<file path="src/rtl/mem_arbiter.sv">
// Round-robin arbiter sharing one backing-memory port between the I-cache and D-cache.
// The owner holds the port until its request drops and all of its reads have returned.
module mem_arbiter #(
  parameter int unsigned MAX_OUTSTANDING = 4
) (
  input  logic        i_clk,
  input  logic        i_rst_n,
  input  logic [31:0] i_imem_addr,
  input  logic        i_imem_ren,
  output logic        o_imem_ready,
  output logic [31:0] o_imem_rdata,
  output logic        o_imem_valid,
  input  logic [31:0] i_dmem_addr,
  input  logic        i_dmem_ren,
  input  logic        i_dmem_wen,
  input  logic [31:0] i_dmem_wdata,
  input  logic [3:0]  i_dmem_mask,
  output logic        o_dmem_ready,
  output logic [31:0] o_dmem_rdata,
  output logic        o_dmem_valid,
  output logic [31:0] o_mem_addr,
  output logic        o_mem_ren,
  output logic        o_mem_wen,
  output logic [31:0] o_mem_wdata,
  output logic [3:0]  o_mem_mask,
  input  logic        i_mem_ready,
  input  logic [31:0] i_mem_rdata,
  input  logic        i_mem_valid,
  output logic        o_grant_i,
  output logic        o_grant_d,
  output logic        o_err
);

  localparam int unsigned CW = $clog2(MAX_OUTSTANDING + 1);

  localparam logic [1:0] IDLE  = 2'd0;
  localparam logic [1:0] GNT_I = 2'd1;
  localparam logic [1:0] GNT_D = 2'd2;

  logic [1:0]    state, state_nxt;
  logic [CW-1:0] cnt, cnt_nxt;
  logic          last_d;
  logic          err;

  logic own_i, own_d;
  logic i_req, d_req;
  logic own_ren, own_wen;
  logic room, rd_acc, resp, rel;

  always_comb begin
    own_i   = (state == GNT_I);
    own_d   = (state == GNT_D);
    i_req   = i_imem_ren;
    d_req   = i_dmem_ren | i_dmem_wen;
    own_ren = (own_i & i_imem_ren) | (own_d & i_dmem_ren);
    own_wen = own_d & i_dmem_wen;
    room    = (cnt < CW'(MAX_OUTSTANDING));
    rd_acc  = own_ren & i_mem_ready & room;
    // A response with nothing outstanding is dropped rather than routed.
    resp    = i_mem_valid & (cnt != '0);
  end

  always_comb begin
    o_imem_ready = own_i & i_mem_ready & room;
    o_dmem_ready = own_d & i_mem_ready & room;
    o_imem_valid = own_i & resp;
    o_dmem_valid = own_d & resp;
    o_imem_rdata = i_mem_rdata;
    o_dmem_rdata = i_mem_rdata;
    o_mem_ren    = own_ren & room;
    o_mem_wen    = own_wen & room;
    o_mem_addr   = own_i ? i_imem_addr : (own_d ? i_dmem_addr : '0);
    o_mem_wdata  = own_d ? i_dmem_wdata : '0;
    o_mem_mask   = own_i ? '1 : (own_d ? i_dmem_mask : '0);
    o_grant_i    = own_i;
    o_grant_d    = own_d;
    o_err        = err;
  end

  always_comb begin
    cnt_nxt = cnt;
    case ({rd_acc, resp})
      2'b10:   cnt_nxt = cnt + CW'(1);
      2'b01:   cnt_nxt = cnt - CW'(1);
      default: cnt_nxt = cnt;
    endcase
  end

  always_comb begin
    rel       = (own_i | own_d) & ~(own_ren | own_wen) & (cnt_nxt == '0);
    state_nxt = state;
    case (state)
      IDLE: begin
        if (i_req && d_req) state_nxt = last_d ? GNT_I : GNT_D;
        else if (d_req)     state_nxt = GNT_D;
        else if (i_req)     state_nxt = GNT_I;
      end
      GNT_I:   if (rel) state_nxt = d_req ? GNT_D : IDLE;
      GNT_D:   if (rel) state_nxt = i_req ? GNT_I : IDLE;
      default: state_nxt = IDLE;
    endcase
  end

  always_ff @(posedge i_clk) begin
    if (!i_rst_n) begin
      state  <= IDLE;
      cnt    <= '0;
      last_d <= 1'b0;
      err    <= 1'b0;
    end else begin
      state <= state_nxt;
      cnt   <= cnt_nxt;
      if (rel) last_d <= own_d;
      if (i_mem_valid && (cnt == '0)) err <= 1'b1;
    end
  end

endmodule

</file>
<file path="config.mk">
export PLATFORM = sky130hd
export DESIGN_NAME = mem_arbiter
export DESIGN_NICKNAME = d
export VERILOG_FILES = /design/src/rtl/mem_arbiter.sv
export SDC_FILE = /design/constraint.sdc
export NUM_CORES = 1
export LEC_CHECK = 0
export ABC_AREA = 1
export BUFFER_PORTS_ARGS = -buffer_cell sky130_fd_sc_hd__buf_4
export CAP_MARGIN = 40
export CORE_AREA = 2 2 109 111
export CTS_CLUSTER_SIZE = 30
export DETAILED_ROUTE_END_ITERATION = 6
export DIE_AREA = 0 0 111 113
export HOLD_SLACK_MARGIN = 0.15
export PLACE_DENSITY_LB_ADDON = 0.25
export SLEW_MARGIN = 20
export SYNTH_ARGS = -nofsm -noshare
export SYNTH_HDL_FRONTEND = slang
export SYNTH_SLANG_ARGS = --single-unit
</file>
<file path="constraint.sdc">
create_clock -name i_clk -period 2.2 [get_ports i_clk]
set_clock_uncertainty 0.15 [all_clocks]
set_input_delay 0.11 -clock i_clk [delete_from_list [all_inputs] [get_ports i_clk]]
set_output_delay 0.11 -clock i_clk [all_outputs]
set_load 0.05 [all_outputs]
</file>
==> qor.yml, run 1 <==
cts_root_buf: "clkbuf_16"
min_period_over_period: 1.11
dominantRegCellSynth: "dfxtp_1"
io_buffers: 183
antenna_found_initial: 0
violations: "setup timing"
async_reset_ff_frac: 0
rsz0062_at_grt: "yes"
status: "finished with violations"
drc: 0
core_mm2: 0.0113
antenna_cells: 0
synth_cell_types: 22
grt_max_degree: 74
drv_cap: 0
clock_latency_ps: 230
synth_edf_count: 0
crit_path_end_kind: "flop"
die_h_um: 113
track_usage: 0.113
setup_viol: 3
drt_first_pass_iters: 4
wirelength_um: 8380
yosysTopAreaCell: "buf_4"
fin_crit_ps: 2430
vias: 2597
cts_tree: "built"
max_freq_mhz: 411
final_util: 0.332
ir_worst_vdd_uv: 702
synth_seq_cells: 7
drtAntennaViolNets: 0
p_leak_nw: 2.28
areaGrowthSynthToFinish_pct: 111
cts-htree-levels: 1
drt_iter0_drc: 58
tightest_slew_ps: 586
yosysMostFrequentCell: "nand2_1"
syn-num-nets: 479
die_area_mm2: 0.0125
io_pins: 280
worstPathArrival_ps: 2450
dp_hpwl_um: 6030
clk_pin_slew_ps: 40
grt_pass1_vias: 2459
cts_buffer_depth: 2
yosys_warnings: 0
synth_cells: 334
die_w_um: 111
seq_area_frac_synth: 0.0790
numCtsBuffers: 3
syn_area_per_cell_um2: 5.31
yosys-top-cells-count: "123 x nand2_1, 64 x buf_4, 50 x inv_1"
fin_hold_ws_ps: 200
relSlewSlack: 0.608
yosys-top-cells-area: "buf_4 27%, nand2_1 26%, inv_1 11%, nand3_1 9.9%, dfxtp_1 7.9%"
layout_setup_ws_ps: -235
fin_nets: 667
postPlaceCellArea_mm2: 0.00292
rows: 39
synth_top_area_frac: 0.271
min_path_type: "in -> reg"
required_ps: 2210
final_area_mm2: 0.00375
synth_area_mm2: 0.00177
start_kind: "flop"
start_util: 0.157
gp_congestion: 0.748
grt_pass1_wl_um: 11700
grt_overflow: 0
drv_slew: 0
critPathMaxFanout: 3
cts_sinks: 7
cellPowerDensity_mw_per_mm2: 1360
crit_type: "reg -> reg"
layout-drive-gt1-share: 0.484
routedWlPerCell_um: 12.6
viasPerCell: 3.91
report.final.hold_viol_count: 0
==> power by group <==
| part | internal, mW | switching, mW | leakage [nW] | total, mW |
|---|---|---|---|---|
| clock | 0.242 | 0.0721 | 0.0382 | 0.314 |
| combinational | 1.36 | 3.17 | 2.19 | 4.53 |
| sequential | 0.189 | 0.0486 | 0.0589 | 0.238 |
| total | 1.79 | 3.29 | 2.28 | 5.08 |
==> placed cells by master, fill, tap and decap left out <==
| master | n |
|---|---|
| inv_4 | 2 |
| buf_8 | 2 |
| ha_1 | 2 |
| buf_6 | 30 |
| buf_4 | 195 |
| fa_1 | 1 |
| dfxtp_1 | 5 |
| ha_4 | 2 |
| dlygate4sd3_1 | 34 |
| dfxtp_4 | 2 |
| nor2_4 | 2 |
| nand3_1 | 35 |
| nand2_1 | 123 |
| clkbuf_1 | 1 |
| nand3_2 | 1 |
| buf_12 | 1 |
| o31ai_1 | 1 |
| inv_2 | 2 |
| nor3_1 | 2 |
| nand4_1 | 2 |
| nor2_2 | 2 |
| ha_2 | 1 |
| nand2_2 | 5 |
| nor3_2 | 1 |
| inv_1 | 47 |
| nor2_1 | 7 |
| o2bb2ai_1 | 1 |
| o21ai_0 | 2 |
| a21oi_1 | 6 |
| clkbuf_16 | 3 |
| clkbuf_8 | 1 |
==> routing by layer <==
metal  part of all wire  track usage  vias up
met3              0.091       0.0246        8
met5                  0            0        -
li1                   -            -     1308
met1               0.38        0.130     1115
met4             0.0072       0.0200        0
met2               0.52        0.216      166
==> timing repair <==
item	4_1_cts	5_1_grt
hold buffers	34	0
pin swaps	0	3
endpoints found under the setup margin	5	38
endpoints found under the hold margin	71	0
cloned	0	0
gates resized for setup	1	6
buffers inserted	2	2
==> stage by stage <==
step,setup TNS (ps),std cells,total power [mW],setup slack (ps)
after CTS,-670,632,5.03,-242
after detailed placement,-661,592,4.38,-244
final,-646,664,5.08,-235
after global routing,-2010,664,5.40,-385
after global placement,-566,592,4.37,-226
after floorplan,-1730,334,3.41,-543
==> final timing paths <==
check | startpoint | to | slack [ps] | depth (start not counted)
worst max register to register | state[0]$_SDFFE_PN0P_ | state[1]$_SDFFE_PN0P_ | -230 | 20
worst min register to register | o_err$_SDFFE_PN0P_ | o_err$_SDFFE_PN0P_ | 310 | 2
worst max-delay path | state[0]$_SDFFE_PN0P_ | state[1]$_SDFFE_PN0P_ | -230 | 20
worst min-delay path | i_dmem_ren | state[0]$_SDFFE_PN0P_ | 200 | 5
==> flip-flops by register name, summed over array words and instances (netlist names) <==
name / count
last_d: 1
o_err: 1
cnt: 3
state: 2
==> cell type report <==
| class | instances | area (um2) |
|---|---|---|
| Tap cell | 143 | 179 |
| Timing Repair Buffer | 263 | 2210 |
| Inverter | 51 | 196 |
| Fill cell | 1220 | 7530 |
| Multi-Input combinational cell | 196 | 938 |
| Clock buffer | 4 | 78.8 |
| Sequential cell | 7 | 148 |
==> cells by family after synthesis <==
kind of cell,Yosys count,synth area share
and+or+nand+nor,180,0.423
buffers and inverters,131,0.420
adders and majority gates,6,0.0466
AOI/OAI and AO/OA,10,0.0318
DFF,7,0.0790
==> worst max-delay path, cell delays in order, from the launching register on <==
cell,delay [ps]
dfxtp_4,360
inv_4,40
ha_4,150
nand2_2,50
nand2_2,50
inv_2,70
nor2_4,40
nand2_1,60
ha_2,180
inv_2,40
fa_1,470
nand2_1,50
nand2_1,80
nand2_1,70
nor2_2,90
nand3_2,90
nand2_2,100
nand2_2,60
nand2_1,50
nand2_1,40
nor2_1,70
(Power assumes the default switching activity.)
==> run 2, diff against run 1 <==
--- a/config.mk
+++ b/config.mk
@@ -6,15 +6,17 @@
 export NUM_CORES = 1
 export LEC_CHECK = 0
 export ABC_AREA = 1
-export BUFFER_PORTS_ARGS = -buffer_cell sky130_fd_sc_hd__buf_4
+export BUFFER_PORTS_ARGS = -buffer_cell sky130_fd_sc_hd__buf_2
 export CAP_MARGIN = 40
 export CORE_AREA = 2 2 109 111
 export CTS_CLUSTER_SIZE = 30
 export DETAILED_ROUTE_END_ITERATION = 6
 export DIE_AREA = 0 0 111 113
+export GPL_TIMING_DRIVEN = 0
 export HOLD_SLACK_MARGIN = 0.15
 export PLACE_DENSITY_LB_ADDON = 0.25
 export SLEW_MARGIN = 20
 export SYNTH_ARGS = -nofsm -noshare
 export SYNTH_HDL_FRONTEND = slang
 export SYNTH_SLANG_ARGS = --single-unit
+export TNS_END_PERCENT = 20
==> qor.yml, run 2 (synthesized netlist as in run 1, its figures left out) <==
numCtsBuffers: 3  # unchanged
vias: 2898  # +12%
fin_nets: 745  # +12%
rsz0062_at_grt: "yes"
relSlewSlack: 0.682  # +0.0738
min_path_type: "in -> reg"
io_pins: 280  # unchanged
track_usage: 0.128  # +0.0156
wirelength_um: 8730  # +4.2%
antenna_cells: 0  # unchanged
drtAntennaViolNets: 0  # unchanged
min_period_over_period: 1.14  # +0.0359
drt_first_pass_iters: 4  # unchanged
io_buffers: 247  # +35%
layout-drive-gt1-share: 0.599  # +0.116
start_util: 0.157  # unchanged
final_area_mm2: 0.00351  # -6.4%
grt_overflow: 0  # unchanged
cts_sinks: 7  # unchanged
grt_max_degree: 11  # -85%
max_freq_mhz: 398  # -3.1%
cts_root_buf: "clkbuf_16"
mostFrequentLayoutCells: "234 x buf_2, 121 x nand2_1, 93 x buf_4, 46 x inv_1, 34 x nand3_1"
crit_path_end_kind: "flop"
status: "finished with violations"
worstPathArrival_ps: 2530  # +80 ps
ir_worst_vdd_uv: 835  # +19%
wl_met2_um: 4750  # +9.4%
wl_met1_um: 3140  # -2.6%
setup_viol: 10  # +7
final_common_cell: "buf_2"
cts_tree: "built"
cts-htree-levels: 1  # unchanged
crit_type: "reg -> reg"
tightest_slew_ps: 478  # -109 ps
fin_hold_ws_ps: 216  # +15.6 ps
cellPowerDensity_mw_per_mm2: 1420  # +4.5%
required_ps: 2210  # about the same
grt_pass1_vias: 2845  # +16%
gp_congestion: 0.815  # +9.0%
critPathMaxFanout: 4  # +1
drt_iter0_drc: 92  # +59%
met3_length_um: 754  # -1.3%
core_mm2: 0.0113  # unchanged
fin_crit_ps: 2510  # +79.0 ps
start_kind: "flop"
viasPerCell: 3.91  # -0.14%
report.final.hold_viol_count: 0  # unchanged
grt_pass1_wl_um: 13100  # +12%
drv_slew: 0  # unchanged
die_w_um: 111  # unchanged
p_leak_nw: 2.45  # +7.4%
clock_latency_ps: 240  # about the same
die_h_um: 113  # unchanged
routedWlPerCell_um: 11.8  # -6.8%
rows: 39  # unchanged
cts_buffer_depth: 2  # unchanged
drv_cap: 0  # unchanged
antenna_found_initial: 0  # unchanged
reg_top3: "cnt x3, state x2"
clk_pin_slew_ps: 40  # about the same
drc: 0  # unchanged
largest_reg_flops: 3  # unchanged
largest_register: "cnt"
dp_hpwl_um: 7600  # +26%
postPlaceCellArea_mm2: 0.00323  # +11%
areaGrowthSynthToFinish_pct: 97.8
layout_setup_ws_ps: -314  # -79.0 ps
die_area_mm2: 0.0125  # unchanged
final.fill_count: 1263  # +3.5%
violations: "setup timing"
highest_layer: "met4"
fin_total_pwr_mw: 4.97  # -2.1%
run 2: cell count changes in the layout (fill, tap and decap cells not counted), moves of 4 or more:
cell / change
buf_4: -102
clkbuf_1: +6
dlygate4sd3_1: -32
clkbuf_2: +4
buf_2: +234
buf_6: -28
run 2: repair_timing:
action | CTS | global route
pin swaps | 2 | 2
hold buffers | 2 | 0
cloned | 0 | 0
hold endpoints to repair | 7 | 0
setup buffers | 12 | 2
setup endpoints to repair | 27 | 40
gates resized for setup | 23 | 17
run 2: critical path, cell delays in order, from the launching register on:
cell and delay [ps]:
dfxtp_4 390, inv_4 50, ha_4 160, nand2_2 50, nand2_2 50, inv_2 70, nor2_4 40, nand2_1 80
ha_2 180, inv_2 40, fa_1 470, nand2_1 60, nand2_2 70, nand2_2 60, nor2_2 90, nand3_2 100
nand2_4 100, nand2_2 50, nand2_1 60, nand2_1 40, nor2_1 90
run 2: path summary, 6_finish.rpt:
| path | startpoint | to | slack (ps) | depth (start not counted) |
|---|---|---|---|---|
| worst min register to register | last_d$_SDFFE_PN0P_ | last_d$_SDFFE_PN0P_ | 300 | 2 |
| worst max register to register | state[0]$_SDFFE_PN0P_ | state[1]$_SDFFE_PN0P_ | -310 | 20 |
| worst max-delay path | state[0]$_SDFFE_PN0P_ | state[1]$_SDFFE_PN0P_ | -310 | 20 |
| worst min-delay path | i_dmem_ren | state[0]$_SDFFE_PN0P_ | 220 | 5 |
run 2: routing by layer:
layer / vias to the layer above / track usage
met5: - / 0
met4: 0 / 0.0258
met3: 11 / 0.0236
met2: 171 / 0.260
met1: 1258 / 0.138
li1: 1458 / -
run 2: per-stage QoR:
stage               instances  utilization  setup WS [ps]  TNS [ps]
CTS                       740        0.307           -297      -842
finish                    742        0.311           -314      -923
global route              742        0.311           -437     -3890
global placement          724        0.287           -466     -1310
detailed placement        724        0.287           -468     -1360
floorplan                 334            -           -544     -1880
run 2: power breakdown:
part	internal, mW	switching [mW]
clock network	0.242	0.0767
registers	0.186	0.0646
logic	1.19	3.21
run 2: layout make-up:
cell class | instances | area (um2) | share of cell area
Buffer | 78 | 554 | 0.158
Tap cell | 143 | 179 | 0.0510
Inverter | 51 | 194 | 0.0553
Clock buffer | 4 | 78.8 | 0.0225
Timing Repair Buffer | 263 | 1400 | 0.399
Sequential cell | 7 | 145 | 0.0414
Multi-Input combinational cell | 196 | 956 | 0.273
